--- config.mk ---
export PLATFORM = sky130hd
export DESIGN_NAME = oflow_similarity_scheduler
export DESIGN_NICKNAME = d
export VERILOG_FILES = /design/src/rtl/oflow_similarity_scheduler.sv
export SDC_FILE = /design/constraint.sdc
export NUM_CORES = 1
export LEC_CHECK = 0
export CAP_MARGIN = 10
export CORE_MARGIN = 1
export CORE_UTILIZATION = 35
export DETAILED_ROUTE_END_ITERATION = 16
export GPL_TIMING_DRIVEN = 0
export PLACE_DENSITY = 0.66
export SLEW_MARGIN = 25
export SYNTH_ARGS = -nofsm -noshare
export SYNTH_HDL_FRONTEND = slang
export SYNTH_SLANG_ARGS = --single-unit
--- constraint.sdc ---
create_clock -name clk -period 2.5 [get_ports clk]
set_input_delay 0.5 -clock clk [delete_from_list [all_inputs] [get_ports clk]]
set_output_delay 0.5 -clock clk [all_outputs]
set_load 0.02 [all_outputs]
--- src/rtl/oflow_similarity_scheduler.sv ---
// oflow_similarity_scheduler
//
// Purpose:
//   Sequences the similarity-metric PE for one current-frame object against
//   up to MAX_PREV previous-frame entries. For each entry it strobes a
//   feature-buffer read, pulses the PE start and waits for the PE result.
//   It then folds the score/id into a running minimum. When the scan ends it
//   reports the lowest score and its id.
//
// Ports:
//   clk          in   1         rising-edge clock
//   reset_N      in   1         synchronous, active-low reset
//   start        in   1         begin a scan (accepted only in IDLE)
//   num_prev     in   ADDR_W+1  entries to scan, clamped to MAX_PREV
//   rd_en        out  1         feature-buffer read strobe
//   rd_addr      out  ADDR_W    feature-buffer read address
//   sim_start    out  1         one-cycle start pulse to the PE
//   sim_valid    in   1         PE result valid
//   sim_score    in   SCORE_W   PE score (unsigned compare)
//   sim_id       in   ID_W      PE id
//   busy         out  1         high whenever not IDLE
//   done         out  1         one-cycle pulse, best_* final
//   best_score   out  SCORE_W   lowest score of the scan
//   best_id      out  ID_W      id paired with best_score
//   timeout_err  out  1         sticky PE-timeout flag, cleared on start
//
// Optional feature (macro OFLOW_SIM_THRESHOLD_EN):
//   match_thr    in   SCORE_W   acceptance threshold
//   no_match     out  1         best_score above threshold, empty scan or
//                               timeout. Valid with done, held until the
//                               next accepted start.
//
// Assumes MAX_PREV >= 2 so that ADDR_W is at least 1.

`ifndef SCORE_LEN
`define SCORE_LEN 32
`endif
`ifndef ID_LEN
`define ID_LEN 8
`endif

module oflow_similarity_scheduler #(
    parameter int MAX_PREV = 32,
    parameter int TIMEOUT  = 63,
    parameter int SCORE_W  = `SCORE_LEN,
    parameter int ID_W     = `ID_LEN,
    parameter int ADDR_W   = $clog2(MAX_PREV)
) (
    input  logic               clk,
    input  logic               reset_N,
    input  logic               start,
    input  logic [ADDR_W:0]    num_prev,
    output logic               rd_en,
    output logic [ADDR_W-1:0]  rd_addr,
    output logic               sim_start,
    input  logic               sim_valid,
    input  logic [SCORE_W-1:0] sim_score,
    input  logic [ID_W-1:0]    sim_id,
    output logic               busy,
    output logic               done,
    output logic [SCORE_W-1:0] best_score,
    output logic [ID_W-1:0]    best_id,
    output logic               timeout_err
`ifdef OFLOW_SIM_THRESHOLD_EN
    ,
    input  logic [SCORE_W-1:0] match_thr,
    output logic               no_match
`endif
);

    localparam int CNT_W = $clog2(TIMEOUT + 1);
    localparam logic [ADDR_W:0]  MAX_N     = (ADDR_W + 1)'(MAX_PREV);
    localparam logic [CNT_W-1:0] CNT_LAST  = CNT_W'(TIMEOUT - 1);

    typedef enum logic [2:0] {
        IDLE,
        FETCH,
        KICK,
        WAIT,
        DONE
    } state_t;

    state_t             state;
    state_t             state_next;
    logic [ADDR_W-1:0]  idx;
    logic [ADDR_W:0]    num_lat;
    logic [CNT_W-1:0]   wait_cnt;
    logic [ADDR_W:0]    num_clamped;
    logic               last_entry;
    logic               wait_expired;

    assign num_clamped  = (num_prev > MAX_N) ? MAX_N : num_prev;
    // Compared as idx+1 == num_lat so an empty scan never underflows.
    assign last_entry   = (({1'b0, idx} + (ADDR_W + 1)'(1)) == num_lat);
    // The last WAIT cycle is the one where the counter reads TIMEOUT-1;
    // a valid arriving on that same cycle still takes priority.
    assign wait_expired = (wait_cnt == CNT_LAST);

    always_comb begin
        state_next = state;
        rd_en      = 1'b0;
        sim_start  = 1'b0;
        busy       = (state != IDLE);
        done       = 1'b0;
        rd_addr    = idx;
        case (state)
            IDLE: begin
                if (start) begin
                    state_next = (num_clamped == '0) ? DONE : FETCH;
                end
            end
            FETCH: begin
                rd_en      = 1'b1;
                state_next = KICK;
            end
            KICK: begin
                sim_start  = 1'b1;
                state_next = WAIT;
            end
            WAIT: begin
                if (sim_valid) begin
                    state_next = last_entry ? DONE : FETCH;
                end else if (wait_expired) begin
                    state_next = DONE;
                end
            end
            DONE: begin
                done       = 1'b1;
                state_next = IDLE;
            end
            default: state_next = IDLE;
        endcase
    end

    always_ff @(posedge clk) begin
        if (!reset_N) begin
            state       <= IDLE;
            idx         <= '0;
            num_lat     <= '0;
            wait_cnt    <= '0;
            best_score  <= '1;
            best_id     <= '0;
            timeout_err <= 1'b0;
        end else begin
            state <= state_next;
            case (state)
                IDLE: begin
                    if (start) begin
                        num_lat     <= num_clamped;
                        best_score  <= '1;
                        best_id     <= '0;
                        idx         <= '0;
                        timeout_err <= 1'b0;
                    end
                end
                KICK: begin
                    wait_cnt <= '0;
                end
                WAIT: begin
                    if (sim_valid) begin
                        // Strict compare: ties keep the earlier entry.
                        if (sim_score < best_score) begin
                            best_score <= sim_score;
                            best_id    <= sim_id;
                        end
                        if (!last_entry) begin
                            idx <= idx + ADDR_W'(1);
                        end
                    end else if (wait_expired) begin
                        timeout_err <= 1'b1;
                    end else begin
                        wait_cnt <= wait_cnt + CNT_W'(1);
                    end
                end
                default: ;
            endcase
        end
    end

`ifdef OFLOW_SIM_THRESHOLD_EN
    logic no_match_now;
    logic no_match_hold;

    // All inputs to the verdict are final once in DONE; the held copy keeps
    // it visible after the scan returns to IDLE.
    assign no_match_now = (best_score > match_thr) || (num_lat == '0) || timeout_err;
    assign no_match     = (state == DONE) ? no_match_now : no_match_hold;

    always_ff @(posedge clk) begin
        if (!reset_N) begin
            no_match_hold <= 1'b0;
        end else if (state == IDLE && start) begin
            no_match_hold <= 1'b0;
        end else if (state == DONE) begin
            no_match_hold <= no_match_now;
        end
    end
`endif

endmodule

* Yosys cells after proc, flatten, opt, wreduce, memory -nomap -nowiden
Cells that the tools add are included.
Storage, ports and cells: output and inout bits 50, bits in registers 61
Operators by class: add/sub/neg operators 3, multiplexer cells 29, $lt $le $gt $ge 2, reductions and logical operators 11, eq/ne operators 14
Operator list (number):
- 2-to-1 mux 32 bit | 3
- case mux 32 bit (2 select lines) | 1
- < comparator 32 bit | 1
- 2-to-1 mux 8 bit | 3
- 2-to-1 mux 6 bit | 3
- case mux 8 bit (2 select lines) | 1
- 2-to-1 mux 3 bit | 5
- 2-to-1 mux 5 bit | 3
- != test 2 bit, second input constant | 7
- case mux 3 bit (4 select lines) | 1
- case mux 6 bit (2 select lines) | 1
- AND reduction 4 bit | 3
- case mux 5 bit (2 select lines) | 1
- adder 5 x 1 -> 6 bit, second input constant | 1
- adder 6 x 1 -> 6 bit, second input constant | 1
- equality test 3 x 2 -> 1 bit, second input constant | 2
- equality test 6 bit | 1
- equality test 6 bit, second input constant | 1
- > comparator 6 bit, second input constant | 1
- zero test 6 bit | 1
- 2-to-1 mux 1 bit | 6
- adder 5 x 1 -> 5 bit, second input constant | 1
- AND reduction 2 bit | 2
- nonzero test 2 bit | 2
- 7 further kinds | 7

* Logic depth before layout (Yosys ltp)
Gate-level depths: netlist of run 1.
word-level depth 6, mapped depth 9

* Least setup slack after synthesis of run 1
Ideal clock, no wire load.
path type reg2reg, from reg best_score[7], to reg best_score[18], clock period less this slack 2.244 ns, data arrival time 2.120 ns, required time 2.376 ns, setup slack 0.256 ns, library setup time 0.124 ns, cell stages (with the launch flop) 9, buffers on the path 1, path through dfxtp_1 inv_1 ha_1 nand4_1 o311a_1 o41ai_4 a41oi_4 buf_8 mux2i_1
On the way: cells in the longest elaborated chain, start to end 3
Ends and longest elaborated chain:
- start: declaration | line 61 | output logic [SCORE_W-1:0] best_score,
- start signal: assignment | line 163 | best_score <= sim_score;
- < comparator 32 bit | line 162 | if (sim_score < best_score) begin
- != test 2 bit (no line)
- AND reduction 4 bit (no line)
No other way between the ends. A chain may end at the register's enable or synchronous reset.

* Worst setup path after layout of run 1
from in sim_score[13], to reg best_score[20]
On the way: cells in the longest elaborated chain, start to end 3
Ends and longest elaborated chain:
- start: declaration | line 57 | input logic [SCORE_W-1:0] sim_score,
- < comparator 32 bit | line 162
- != test 2 bit (no line)
- AND reduction 4 bit (no line)
No other way between the ends.

==> results.cfg, run 1 <==
[synth]
synth-async-reset-ratio_pct = 0
post_synthesis_cells = 426
largest_cells_by_area_after_synthesis = sky130_fd_sc_hd__dfxtp_1, sky130_fd_sc_hd__ha_1, sky130_fd_sc_hd__mux2i_1, sky130_fd_sc_hd__nor2_1, sky130_fd_sc_hd__nor3_1
yosysTopAreaCell = sky130_fd_sc_hd__dfxtp_1
synth-edff-count = 0
post_synthesis_cell_area_sq_um = 3710
number_of_distinct_library_cell_variants_in_the_gate_level_netlist_after_synthesis = 54
number_of_register_bits_inferred_by_synthesis = 61
synth_warnings = 0
syn_area_per_cell_sq_um = 8.72
yosys.area.top_type_share_pct = 32.9
yosysSeqAreaShare_pct = 32.9
synthFlopType = sky130_fd_sc_hd__dfxtp_1
postSynthNetCount = 510

[global_routing]
grt_antenna_before_repair = 0
global_route.overflow_total = 0
via_count_of_the_first_global_routing_pass = 3243
groute.usage.overall_pct = 17.2
first_pass_grt_wire_length_microns = 15300
pin_count_of_the_biggest_net_entering_global_routing = 11

[clock_tree]
tritoncts_clock_tree = built
clkSlewWorstSetupHoldPaths_ns = 0.07
ctsHoldBuffers = 0
root_buffer = sky130_fd_sc_hd__clkbuf_8
clock_sink_count = 61
cts-htree-levels = 3
cts_buffer_depth = 2
cts_inserted_buffers = 9
clk-insertion-delay-late_ns = 0.34

[worst_hold_path]
min_delay_path_depth = 2
worst_hold_path_type = flop to flop
worst_hold_startpoint = best_id[2]$_SDFFE_PN0P_
worst_hold_path.endpoint = best_id[2]$_SDFFE_PN0P_

[placement]
place.port_buffers = 98
detailedPlacementHpwl_microns = 7060
dp_cells = 660
gp_congestion = 0.814
place_worst_setup_slack_ns = -0.430
placed_inst_area_sq_um = 4860

[sta]
relSlewSlack_pct = 68.5
finalSetupViolations = 0
maxClockFrequency_mhz = 406
hold_viol_final = 0
finalWorstSetupSlack_ns = 0.0375
slew_viol_final = 0
tightestPinTransition_ns = 0.472
final_period_minus_worst_setup_slack_ns = 2.46
setup-tns-final_ns = 0
period_share_pct = 98.5
fin_worst_hold_slack_ns = 0.464
fin_worst_skew_ns = 0.0109

[worst_setup_path]
crit_type = primary input to flop
worst-endpoint-arrival_ns = 2.73
critical_path_required_ns = 2.76
endpoint_kind = flop
worstReg2RegEnd = best_score[20]$_SDFFE_PN1P_
timing.rr.start = best_score[2]$_SDFFE_PN1P_
worst_setup_path_start_kind = primary input
rr_worst_depth = 10
crit_path_max_fanout = 5
timing.reg2reg.setup_slack_ns = 0.09

[routing]
detail_route.wl_per_cell_microns = 13.7
remaining_antenna_violation_count = 0
drt-pass1-iter-count = 4
initialDrtViolationCount = 89
drt_drc_violations_left = 0
drt_wl_total_microns = 9330
post_drt_via_cell_ratio = 4.90
dr_total_vias = 3330

[power_and_ir_drop]
power.density_nw_per_um2 = 429
power.leakage_nw = 2.37
post-layout-total-power_mw = 2.23
ir_drop_uv = 189

[final_layout]
final-instance-count-excl-fill = 679
antenna_cells = 0
design_area_sq_um = 5210
layout-drive-gt1-share_pct = 9.39
final_util_pct = 50.5
num-nets-final = 623
filler_cell_count = 985
synthToLayoutAreaGrowth_pct = 40.3

[floorplan]
die_height_microns = 105
die_width_microns = 105
rows = 37
placeable_core_region_sq_um = 10300
io_pins = 100
floorplan.initialDensity_pct = 36.0
floorplan.die_area_sq_um = 11000

[run_status]
outcome = finished clean

[run]
maxCapViolCount = 0
state kept, by name, indices dropped and copies added, names as in the netlist:
register	count
best_id	8
best_score	32
num_lat	6
rd_addr	5
state	3
timeout_err	1
wait_cnt	6
cell usage after synthesis, drive strengths merged, types with 2 or more instances:
| cell type | instances |
|---|---|
| dfxtp | 61 |
| nor2 | 55 |
| mux2i | 42 |
| nor3 | 38 |
| inv | 37 |
| ha | 34 |
| nand2 | 30 |
| a21oi | 21 |
| nand3 | 16 |
| buf | 10 |
| dlygate4sd3 | 9 |
| nand4 | 9 |
| nor3b | 8 |
| o21ai | 6 |
| xor2 | 6 |
| xnor2 | 4 |
| a31oi | 3 |
| and2 | 3 |
| clkbuf | 3 |
| o21bai | 3 |
| o41ai | 3 |
| a211oi | 2 |
| nand2b | 2 |
worst max-delay path, stage by stage:
cell and delay (ns):
sky130_fd_sc_hd__clkdlybuf4s50_1 0.43, sky130_fd_sc_hd__ha_1 0.32, sky130_fd_sc_hd__a21oi_1 0.15, sky130_fd_sc_hd__o21ai_0 0.11, sky130_fd_sc_hd__a21oi_1 0.22, sky130_fd_sc_hd__o41ai_4 0.14, sky130_fd_sc_hd__a41oi_4 0.34, sky130_fd_sc_hd__buf_6 0.16
sky130_fd_sc_hd__buf_8 0.12, sky130_fd_sc_hd__mux2i_2 0.21
kinds of logic after synthesis:
logic type	count (synthesis)	synth area share, %
adder cells (fa/ha/maj)	34	11.5
flip-flops	61	32.9
XOR/XNOR	11	3.00
AO/OA/AOI/OAI	50	9.87
multiplexers	43	11.6
AND/OR/NAND/NOR	167	21.5
buffers and inverters	60	9.67
worst max-delay path by stage:
stage                                     from                     endpoint  slack, ns
floorplan           best_score[7]$_SDFFE_PN1P_  best_score[18]$_SDFFE_PN1P_       0.26
global placement                  sim_score[7]      best_id[0]$_SDFFE_PN0P_      -0.39
detailed placement                sim_score[2]  best_score[20]$_SDFFE_PN1P_      -0.43
CTS                               sim_score[2]  best_score[29]$_SDFFE_PN1P_      0.009
global route                     sim_score[13]  best_score[20]$_SDFFE_PN1P_      -0.04
finish                           sim_score[13]  best_score[20]$_SDFFE_PN1P_       0.04
layout make-up:
class	instances	area (sq um)	share of cell area (%)
multi-input combinational	305	2230	42.7
sequential	61	1220	23.5
timing repair buffer	103	1080	20.8
buffer	22	210	4.03
tap	136	170	3.27
clock buffer	13	149	2.86
inverter	37	139	2.67
clock inverter	2	10.0	0.192
what timing repair did:
| item | CTS | global route |
|---|---|---|
| setup buffers | 0 | 3 |
| pin swaps | 2 | 11 |
| hold endpoints to repair | 0 | 0 |
| resized for setup | 0 | 26 |
| endpoints found under the setup margin | 40 | 40 |
| cloned | 0 | 2 |
layout by cell type, fill, tap and decap left out, drive strengths merged, types with 12 or more instances in the layout:
cell type,count
clkbuf,18
buf,12
mux2i,42
nor2,55
nor3,38
inv,37
nand3,16
clkdlybuf4s50,90
a21oi,21
nand2,30
ha,34
dfxtp,61
routing by layer:
layer / share of wire [%] / global-route usage (%) / up-vias
li1: - / - / 1706
met1: 47 / 21.6 / 1534
met2: 47 / 28.6 / 82
met3: 5.1 / 5.24 / 8
met4: 0.97 / 4.63 / 0
met5: 0 / 0 / -
where the power goes:
part / internal (mW) / switching [mW]
Combinational: 0.250 / 0.234
Clock: 0.379 / 0.374
Sequential: 0.987 / 0.00967
No activity file was read; power rests on OpenSTA's default activity.
==> inputs of run 2 (changes only) <==
Settings changed: CTS_CLUSTER_SIZE from default to 25, GPL_TIMING_DRIVEN 0 to default, SLEW_MARGIN 25 to 20.
==> run 2 against run 1 <==
Net effect: design area up 2.0%; via count is 2.6% higher; sequential share of layout area down 0.49 points; combinational power is 2% higher; count of clock-buffer cells in the layout decreased by 2; fmax up 3.7%; sequential power barely moved; worst hold slack barely moved; first-iteration DRC count grew 18%; clock skew is essentially flat; final cell count is 1.8% higher; setup slack improved by 0.088 ns.
==> results.cfg, run 2 (synthesized netlist as in run 1, its figures left out) <==
[run_status]
outcome = finished clean

[power_and_ir_drop]
pwr-share-comb_pct = 22.0
power.density_nw_per_um2 = 422
p_int_mw = 1.60
ir_drop_uv = 292
fraction_of_power_consumed_by_the_clock_network_pct = 33.3
post-layout-total-power_mw = 2.24
power_frac_seq_pct = 44.7
power.leakage_nw = 2.47
p_sw_mw = 0.641
swShare_pct = 28.6

[final_layout]
final_common_cell = sky130_fd_sc_hd__clkdlybuf4s50_1
biggestRegsByFlops = best_score (32), best_id (8)
final_util_pct = 51.5
layout-drive-gt1-share_pct = 13.5
layout_common_cells = sky130_fd_sc_hd__clkdlybuf4s50_1, sky130_fd_sc_hd__dfxtp_1, sky130_fd_sc_hd__nor2_1
multi_input_area_sq_um = 2240
regArea_sq_um = 1220
max_flop_register = best_score
design_area_sq_um = 5320
antenna_cells = 0
flip_flop_count_of_the_largest_register_all_copies_and_words_added = 32
filler_cell_count = 969
num-nets-final = 634
final-instance-count-excl-fill = 691
synthToLayoutAreaGrowth_pct = 43.2

[floorplan]
floorplan.initialDensity_pct = 36.0
die_height_microns = 105
io_pins = 100
floorplan.die_area_sq_um = 11000
placeable_core_region_sq_um = 10300
rows = 37
die_width_microns = 105

[placement]
place.port_buffers = 99
place_worst_setup_slack_ns = -0.319
detailedPlacementHpwl_microns = 6820
gp_congestion = 0.780
dp_cells = 669
placed_inst_area_sq_um = 4920

[routing]
drt_drc_violations_left = 0
remaining_antenna_violation_count = 0
dr_total_vias = 3416
initialDrtViolationCount = 105
post_drt_via_cell_ratio = 4.94
drt_wl_total_microns = 9620
detail_route.wl_per_cell_microns = 13.9
drt-pass1-iter-count = 4

[clock_tree]
clkSlewWorstSetupHoldPaths_ns = 0.07
tritoncts_clock_tree = built
clk-insertion-delay-late_ns = 0.34
cts_inserted_buffers = 9
cts-htree-levels = 3
root_buffer = sky130_fd_sc_hd__clkbuf_8
ctsHoldBuffers = 0
clock_sink_count = 61
cts_buffer_depth = 2

[sta]
tightestPinTransition_ns = 0.457
hold_viol_final = 0
finalWorstSetupSlack_ns = 0.126
finalSetupViolations = 0
maxClockFrequency_mhz = 421
fin_worst_skew_ns = 0.0110
relSlewSlack_pct = 69.5
slew_viol_final = 0
unrepaired_setup_endpoints_after_global_routing = false
final_period_minus_worst_setup_slack_ns = 2.37
period_share_pct = 95.0

[global_routing]
global_route.overflow_total = 0
grt_antenna_before_repair = 0
pin_count_of_the_biggest_net_entering_global_routing = 40
first_pass_grt_wire_length_microns = 15400
via_count_of_the_first_global_routing_pass = 3363
groute.usage.overall_pct = 17.2

[worst_hold_path]
worst_hold_path_type = flop to flop

[worst_setup_path]
timing.critical_path.cells = clkdlybuf4s50_1, ha_4, nand4_1, nor3_4, a2bb2oi_2, a31oi_1, buf_4, a41oi_4, buf_12, buf_12, mux2i_1
worst_setup_path_start_kind = primary input
crit_type = primary input to flop
crit_path_frequent_cell = sky130_fd_sc_hd__buf_12
crit_path_top_delay_cell = sky130_fd_sc_hd__clkdlybuf4s50_1
critical_path_required_ns = 2.71
critical_path_max_stage_delay_ns = 0.47
endpoint_kind = flop
crit_path_max_fanout = 10
worst-endpoint-arrival_ns = 2.59

[run]
maxCapViolCount = 0
## run 2: cell count changes in the layout (fill, tap and decap cells not counted), moves of 3 or more
cell / before / now
sky130_fd_sc_hd__buf_4: 3 / 29
sky130_fd_sc_hd__dlygate4sd3_1: 9 / 0
sky130_fd_sc_hd__clkbuf_1: 6 / 2
sky130_fd_sc_hd__buf_12: 1 / 4
sky130_fd_sc_hd__buf_6: 5 / 2
sky130_fd_sc_hd__ha_1: 28 / 25
## run 2: routing by layer
layer	GRT usage, %	part of all wire, %	wire length [microns]
met4	5.13	1.0	100
met3	5.12	5.8	555
met5	0	0	0
met2	29.9	49	4690
met1	20.4	44	4280
## run 2: cell type report
class	count	area share, %
clock buffer	11	2.47
tap	136	3.20
multi-input combinational	305	42.2
inverter	37	2.61
sequential	61	23.0
timing repair buffer	136	26.1
clock inverter	5	0.518
## run 2: path summary, 6_finish.rpt
path                                   start                          end  slack (ns)  depth (start not counted)
setup / recovery               sim_score[31]  best_score[20]$_SDFFE_PN1P_        0.13                         11
hold / removal       num_lat[5]$_SDFFE_PN0P_      num_lat[5]$_SDFFE_PN0P_        0.46                          2
setup reg to reg  best_score[2]$_SDFFE_PN1P_  best_score[20]$_SDFFE_PN1P_        0.15                         10
hold reg to reg      num_lat[5]$_SDFFE_PN0P_      num_lat[5]$_SDFFE_PN0P_        0.46                          2
## run 2: worst max-delay path: cells and delay by family
| kind | cells | cell delay [ns] |
|---|---|---|
| buffers and inverters | 4 | 0.94 |
| AOI/OAI and AO/OA | 3 | 0.28 |
| adders and majority gates | 1 | 0.30 |
| and+or+nand+nor | 2 | 0.43 |
| muxes | 1 | 0.12 |
## run 2: per-stage QoR
stage	hold WS, ns	setup TNS [ns]
5_1_grt	0.482	0
6_report	0.465	0
3_5_place_dp	0.453	-11.72
2_1_floorplan	0.439	0
4_1_cts	0.463	0
3_3_place_gp	0.447	-9.71
## run 2: power by group through the flow
stage	registers, mW	clock network [mW]	logic, mW
final	1.00	0.747	0.493
after floorplan	1.02	0	0.263
after global routing	1.01	0.819	0.530
after global placement	1.03	0	0.433
after CTS	1.00	0.773	0.440
after detailed placement	1.03	0	0.438
## run 2: what timing repair did
item | 4_1_cts | 5_1_grt
pin swaps | 0 | 13
gates cloned | 0 | 4
setup buffers | 0 | 2
endpoints found under the setup margin | 1 | 40
resized for setup | 1 | 24
endpoints found under the hold margin | 0 | 0
==> inputs of run 3 (changes only) <==
Settings changed: SLEW_MARGIN 20 to 15.
==> results of run 3 <==
Same layout as run 2: the final DEF is identical, and so are final timing and power.
